## src/rtl/tdc_readout_pkg.sv

```systemverilog
// Shared definitions for the TDC frame readout: frame geometry, byte positions and
// sequencer state encoding (also used by the byte-select splitter).
package tdc_readout_pkg;

  localparam int NUM_BYTES      = 24;
  localparam int IDX_W          = $clog2(NUM_BYTES);
  localparam int SETTLE_W       = 4;
  localparam int SETTLE_CYC_DEF = 1;

  // Fixed frame layout
  localparam int FPGA_POS  = 0;
  localparam int VER_FIRST = 1;
  localparam int VER_LAST  = 5;
  localparam int PENC_POS  = 6;
  localparam int CNTR_FIRST = 7;
  localparam int CNTR_LAST  = 22;
  localparam int DAC_POS   = 23;

  typedef enum logic [1:0] {
    ST_IDLE   = 2'd0,
    ST_SETTLE = 2'd1,
    ST_SEND   = 2'd2,
    ST_DONE   = 2'd3
  } seq_state_t;

endpackage

```

## src/rtl/readout_sequencer.sv

```systemverilog
// Walks a one-hot byte select over the frame, samples each byte after SETTLE_CYC+1 cycles
// and offers it on tx_valid/tx_ready; back-pressure holds the current byte, abort drops to idle.
module readout_sequencer #(
  parameter int NUM_BYTES  = tdc_readout_pkg::NUM_BYTES,
  parameter int SETTLE_CYC = tdc_readout_pkg::SETTLE_CYC_DEF,
  parameter int IDX_W      = tdc_readout_pkg::IDX_W
) (
  input  logic                 clk,
  input  logic                 reset_n,
  input  logic                 start,
  input  logic                 abort,
  input  logic [7:0]           byte_in,
  input  logic                 tx_ready,
  output logic [NUM_BYTES-1:0] sel_out,
  output logic [IDX_W-1:0]     sel_index,
  output logic [7:0]           tx_data,
  output logic                 tx_valid,
  output logic                 busy,
  output logic                 frame_done
);
  import tdc_readout_pkg::*;

  localparam logic [SETTLE_W-1:0] SETTLE_INIT = SETTLE_W'(SETTLE_CYC);

  seq_state_t          state;
  logic [SETTLE_W-1:0] settle_cnt;

  always_ff @(posedge clk) begin
    // Abort has priority over everything but reset, so a start in the same cycle is dropped
    // and a coinciding last transfer never produces frame_done.
    if (!reset_n || abort) begin
      state      <= ST_IDLE;
      sel_out    <= '0;
      sel_index  <= '0;
      tx_data    <= '0;
      tx_valid   <= 1'b0;
      busy       <= 1'b0;
      frame_done <= 1'b0;
      settle_cnt <= '0;
    end else begin
      frame_done <= 1'b0;
      case (state)
        ST_IDLE: begin
          if (start) begin
            sel_out    <= NUM_BYTES'(1);
            sel_index  <= '0;
            settle_cnt <= SETTLE_INIT;
            busy       <= 1'b1;
            state      <= ST_SETTLE;
          end
        end
        ST_SETTLE: begin
          if (settle_cnt != '0) begin
            settle_cnt <= settle_cnt - SETTLE_W'(1);
          end else begin
            tx_data  <= byte_in;
            tx_valid <= 1'b1;
            state    <= ST_SEND;
          end
        end
        ST_SEND: begin
          if (tx_ready) begin
            tx_valid <= 1'b0;
            if (sel_out[NUM_BYTES-1]) begin
              sel_out    <= '0;
              sel_index  <= '0;
              frame_done <= 1'b1;
              state      <= ST_DONE;
            end else begin
              sel_out    <= sel_out << 1;
              sel_index  <= sel_index + IDX_W'(1);
              settle_cnt <= SETTLE_INIT;
              state      <= ST_SETTLE;
            end
          end
        end
        ST_DONE: begin
          busy  <= 1'b0;
          state <= ST_IDLE;
        end
        default: state <= ST_IDLE;
      endcase
    end
  end

endmodule

```

## config.mk

```make
export PLATFORM = sky130hd
export DESIGN_NAME = readout_sequencer
export DESIGN_NICKNAME = d
export VERILOG_FILES = /design/src/rtl/tdc_readout_pkg.sv /design/src/rtl/readout_sequencer.sv
export SDC_FILE = /design/constraint.sdc
export NUM_CORES = 1
export LEC_CHECK = 0
export CAP_MARGIN = 20
export CORE_ASPECT_RATIO = 1.25
export CORE_MARGIN = 4
export CORE_UTILIZATION = 39
export DETAILED_ROUTE_END_ITERATION = 12
export PLACE_DENSITY_LB_ADDON = 0.05
export SKIP_CTS_REPAIR_TIMING = 1
export SKIP_LAST_GASP = 1
export SLEW_MARGIN = 15
export SYNTH_ARGS = -nofsm -noshare
export SYNTH_HDL_FRONTEND = slang
export SYNTH_SLANG_ARGS = --single-unit
```

## constraint.sdc

```tcl
create_clock -name clk -period 1.94 [get_ports clk]
set_input_delay 0.485 -clock clk [delete_from_list [all_inputs] [get_ports clk]]
set_output_delay 0.485 -clock clk [all_outputs]
set_load 0.005 [all_outputs]
```

Word level (Yosys, flattened, before mapping)
Index checks and enable logic that the tools add are counted.
{"block": "totals", "output_inout_bits": 40, "wordCells": 60, "ff_bits": 46}
{"block": "classes", "n_eq_ne": 8, "n_reduce_logical": 15, "bitwise_logic": 3, "mux": 24, "n_addsub": 2}
{"operator": "$mux 24", "n": 3}
{"operator": "$pmux 24 s2", "n": 1}
{"operator": "$mux 4", "n": 4}
{"operator": "$mux 5", "n": 3}
{"operator": "$pmux 4 s3", "n": 1}
{"operator": "$ne 2x2->1 const B", "n": 5}
{"operator": "$pmux 5 s2", "n": 1}
{"operator": "$reduce_and 3->1", "n": 3}
{"operator": "$mux 2", "n": 4}
{"operator": "$pmux 2 s4", "n": 1}
{"operator": "$reduce_bool 2->1", "n": 3}
{"operator": "$add 5x1->5 const B", "n": 1}
{"operator": "$reduce_and 5->1", "n": 1}
{"operator": "$eq 2x2->1 const B", "n": 2}
{"operator": "$mux 1", "n": 4}
{"operator": "$pmux 1 s2", "n": 2}
{"operator": "$reduce_and 2->1", "n": 2}
{"operator": "$reduce_bool 4->1", "n": 1}
{"operator": "$sub 4x1->4 const B", "n": 1}
{"operator": "$not 1->1", "n": 3}
{"operator": "$reduce_bool 3->1", "n": 1}
{"operator": "$reduce_or 3->1", "n": 1}
{"operator": "$eq 2x1->1 const B", "n": 1}
{"operator": "$logic_not 2->1", "n": 1}
{"operator": "other kinds (2)", "n": 2}

Logic depth before layout (Yosys ltp)
{"block": "logic_depth", "word_depth": 4, "depth_mapped": 6}

Least setup slack after synthesis
No wires, ideal clock.
{"block": "synth_timing", "kind": "register to register", "startpoint": "register settle_cnt[0]", "endpoint": "register settle_cnt[0]", "setup_ns": 0.117, "n_path_buf": 0, "t_arrival_ns": 1.318, "stages_incl_launch_ff": 6, "slack_ns": 0.505, "path_cell_list": "dfxtp_1 > inv_1 > ha_1 > nor3b_2 > a22oi_1 > a22o_1"}
{"block": "synth_between", "elab_chain_cells": 3}
{"element": "start: declaration", "line": "readout_sequencer.sv:26", "text": "logic [SETTLE_W-1:0] settle_cnt;"}
{"element": "start signal: assignment", "line": "readout_sequencer.sv:54", "text": "settle_cnt <= settle_cnt - SETTLE_W'(1);"}
{"element": "$sub 4x1->4 / $reduce_bool 4->1 (equally long branches)", "line": "readout_sequencer.sv:54, readout_sequencer.sv:53"}
{"element": "$mux 4 / $ne 2x2->1 (equally long branches)"}
{"element": "$pmux 4 s3 / $reduce_and 5->1 (equally long branches)"}
Several ways; a longest one is shown, not always the timed one. The select of a mux whose other input is x is not followed.
A chain may end at the register's enable or synchronous reset.

Final worst setup path
{"block": "layout_timing", "startpoint": "register sel_index[2]", "endpoint": "output sel_index[2]"}
{"element": "start: declaration", "line": "readout_sequencer.sv:15", "text": "output logic [IDX_W-1:0] sel_index,"}
{"element": "start signal: assignment", "line": "readout_sequencer.sv:71", "text": "sel_index <= sel_index + IDX_W'(1);"}
No word-level cell between the ends.

==> key figures <==
Synth
  – Syn. warnings: 0
  – Synthesized cell area: 1910 sq um
  – Post-Synthesis Cells: approximately 220
  – #FFs+latches synth: 46
  – Synth Flop Type: dfxtp_1
  – Synth top area share: 48.3%
  – Seq/Total Area, Yosys: roughly half
  – Fraction of registers with async set/reset: 0%
  – Mapped Nets: 238
  – Post-synth EDFFs: 0
  – Main area contributors after synthesis: dfxtp_1 48%, a21oi_1 9.7%, o21ai_0 8.4%
  – Syn_area_per_cell: 8.55 sq um
  – Unique masters post-synth: 36
  – Area leader, netlist: dfxtp_1

Power and ir drop
  – Maximum VDD drop: 413 uV
  – Seq pwr share: about 56%
  – Clock power frac: around 36%
  – Comb power frac: just under 9%
  – P_sw: 410 uW
  – Cell area power density: 661 nW/um^2
  – Cell Int Power: between 1000 and 1500 uW
  – Tot Pwr: 1720 uW
  – LEAKAGE: 0.000838 uW
  – Net Sw Frac: 23.8%

Layout
  – # fillers: 472
  – Layout cells sized above 1: roughly 8.3%
  – Post-synthesis to final-layout area growth: 36.8%
  – Most frequent cells in the layout: 52 x clkdlybuf4s50_1, 46 x dfxtp_1, 37 x a21oi_1
  – Leading cell type in the layout, fill and taps excluded: clkdlybuf4s50_1
  – Final #Nets: just under 300
  – Inserted Diodes: 0

Clocking
  – Root Driver: clkbuf_8
  – Clk Latency, worst-skew pair: around 0.30 ns
  – CTS tree: yes
  – Deepest clock path buffer count: 2
  – Worst-path clk slew: 0.08 ns
  – H-tree depth: 2
  – CTS Sinks: 46
  – Total CTS buffers: 5

Worst setup path
  – R2R depth: 5
  – RR Startpoint: settle_cnt[0]
  – Worst r2r dst: state[1]
  – CP Data Required Time: 1.45 ns
  – Startpoint Class: flop
  – R2r setup slk: roughly 0.40 ns
  – CP Max Fanout: 7
  – Crit-path max cell delay: between 0.5 and 0.6 ns
  – Critical path class: flop to output pin
  – CP Capture Type: output pin
  – Worst EP arrival: 1.29 ns
  – CP delay by family, top: buffers and inverters
  – Critical path's slowest cell: clkdlybuf4s50_1
  – Buffers & Inverters on Critical Path: 1
  – CP cell instances: clkdlybuf4s50_1

Timing
  – Period utilization: a little over 90%
  – Final Hold Viols: 0
  – Worst Tran Pin Value: approximately 0.38 ns
  – Setup TNS: 0 ns
  – Final min period: 1.78 ns
  – Setup violations, final: 0
  – Fmax: ~560 MHz
  – Worst Skew: between 0.003 and 0.004 ns
  – Slew headroom: 74.5%
  – Unrepaired setup endpoints after global routing: no
  – Slew Limit Fails: 0
  – Fin Hold WS: 0.471 ns

Floorplan
  – Rows: 28
  – CORE AREA: 4730 sq um
  – I/O pins: 53
  – Die area: 6080 sq um
  – Starting Density: 40.3%
  – Die W: 70.5 um
  – Die Y: 86.2 um

Route
  – Routed length on met3: 148 um
  – Routed vias/inst: 5.21
  – Wire length on met2: 2250 um
  – DRC: 0
  – Post-DRT Antenna Nets: 0
  – WL per Instance: 13.8 um
  – Final wirelength: 4630 um
  – Max layer used: met4
  – Drt first-iter violations: 103
  – DRT met1 WL: 2150 um
  – DR vias: 1749
  – Pre-antenna DRT Iters: 4

Global route
  – First-pass GRT wire length: 7790 um
  – Largest net degree at the start of global routing: 30
  – Initial antenna violation count: 0
  – All-layer global routing usage: between 15 and 20%
  – Vias in the first global route: 1730
  – GR Overflow Total: 0

Placed design
  – Number of port buffers: 52
  – Placer Congestion: approximately 0.78
  – DP HPWL: roughly 3200 um

Worst hold path
  – HP Start: sel_out[5]
  – Hold EP: sel_out[6]
  – Hold crit path type: flop to flop
  – Hold path depth: 2

Outcome
  – Outcome: finished, final reports clean

Run
  – MaxCap Viol Count: 0
-- stage by stage --
| stage | setup slack (ns) | util, % | std cells | cell area, sq um |
|---|---|---|---|---|
| finish | 0.162 | 55.1 | 336 | 2610 |
| global route | 0.0886 | 55.1 | 336 | 2610 |
| detailed placement | 0.113 | 53.1 | 328 | 2510 |
| CTS | 0.145 | 55.1 | 336 | 2610 |
| floorplan | 0.505 | - | 223 | 1910 |
| global placement | 0.133 | 53.1 | 328 | 2510 |
-- kinds of logic after synthesis --
| kind of cell | Yosys count | synth area share, % |
|---|---|---|
| compound gates | 89 | 26.3 |
| fa+ha+maj | 2 | 1.31 |
| buf+inv | 22 | 5.97 |
| flops | 46 | 48.3 |
| mux | 1 | 1.18 |
| simple gates | 63 | 16.9 |
-- flip-flops by register name, summed over array words and instances, names as in the netlist --
register / count
busy: 1
sel_index: 5
settle_cnt: 4
sel_out: 24
tx_valid: 1
tx_data: 8
frame_done: 1
state: 2
-- layer usage --
layer,vias to the layer above,track usage (%)
li1,893,-
met1,814,19.9
met3,7,3.40
met5,-,0
met4,0,6.10
met2,35,25.7
-- power by group through the flow --
stage / Sequential [uW] / Combinational (uW) / Clock, uW
CTS: 960 / 153 / 628
global route: 962 / 167 / 661
detailed placement: 982 / 153 / 0
floorplan: 979 / 84.3 / 0
global placement: 982 / 154 / 0
finish: 960 / 152 / 611
-- worst max-delay path by stage --
stage | start | endpoint | slack (ns) | depth (start not counted)
2_1_floorplan | settle_cnt[0] | settle_cnt[0] | 0.51 | 5
3_3_place_gp | tx_ready | sel_out[23] | 0.13 | 5
3_5_place_dp | tx_ready | sel_out[10] | 0.11 | 5
4_1_cts | sel_index[2] | sel_index[2] | 0.15 | 1
5_1_grt | sel_index[2] | sel_index[2] | 0.09 | 1
6_report | sel_index[2] | sel_index[2] | 0.16 | 1
-- final cells by class --
cell class	instances	area (sq um)	area share, %
Clock buffer	6	82.6	3.17
Clock inverter	2	12.5	0.480
Inverter	4	15.0	0.576
Multi-Input combinational cell	155	873	33.5
Sequential cell	46	921	35.3
Tap cell	60	75.1	2.88
Timing Repair Buffer	63	628	24.1
-- Yosys cell counts (all sizes together), types with 2 or more instances --
master / n
nor2b: 4
nand2b: 4
nand2: 29
nand3: 9
a41oi: 2
ha: 2
dfxtp: 46
clkbuf: 11
inv: 4
a21oi: 37
nor2: 4
a22oi: 3
or3: 3
buf: 7
o32ai: 2
o21bai: 3
nand3b: 2
o21ai: 35
a311oi: 3
Power figures use the tool's default switching activity.
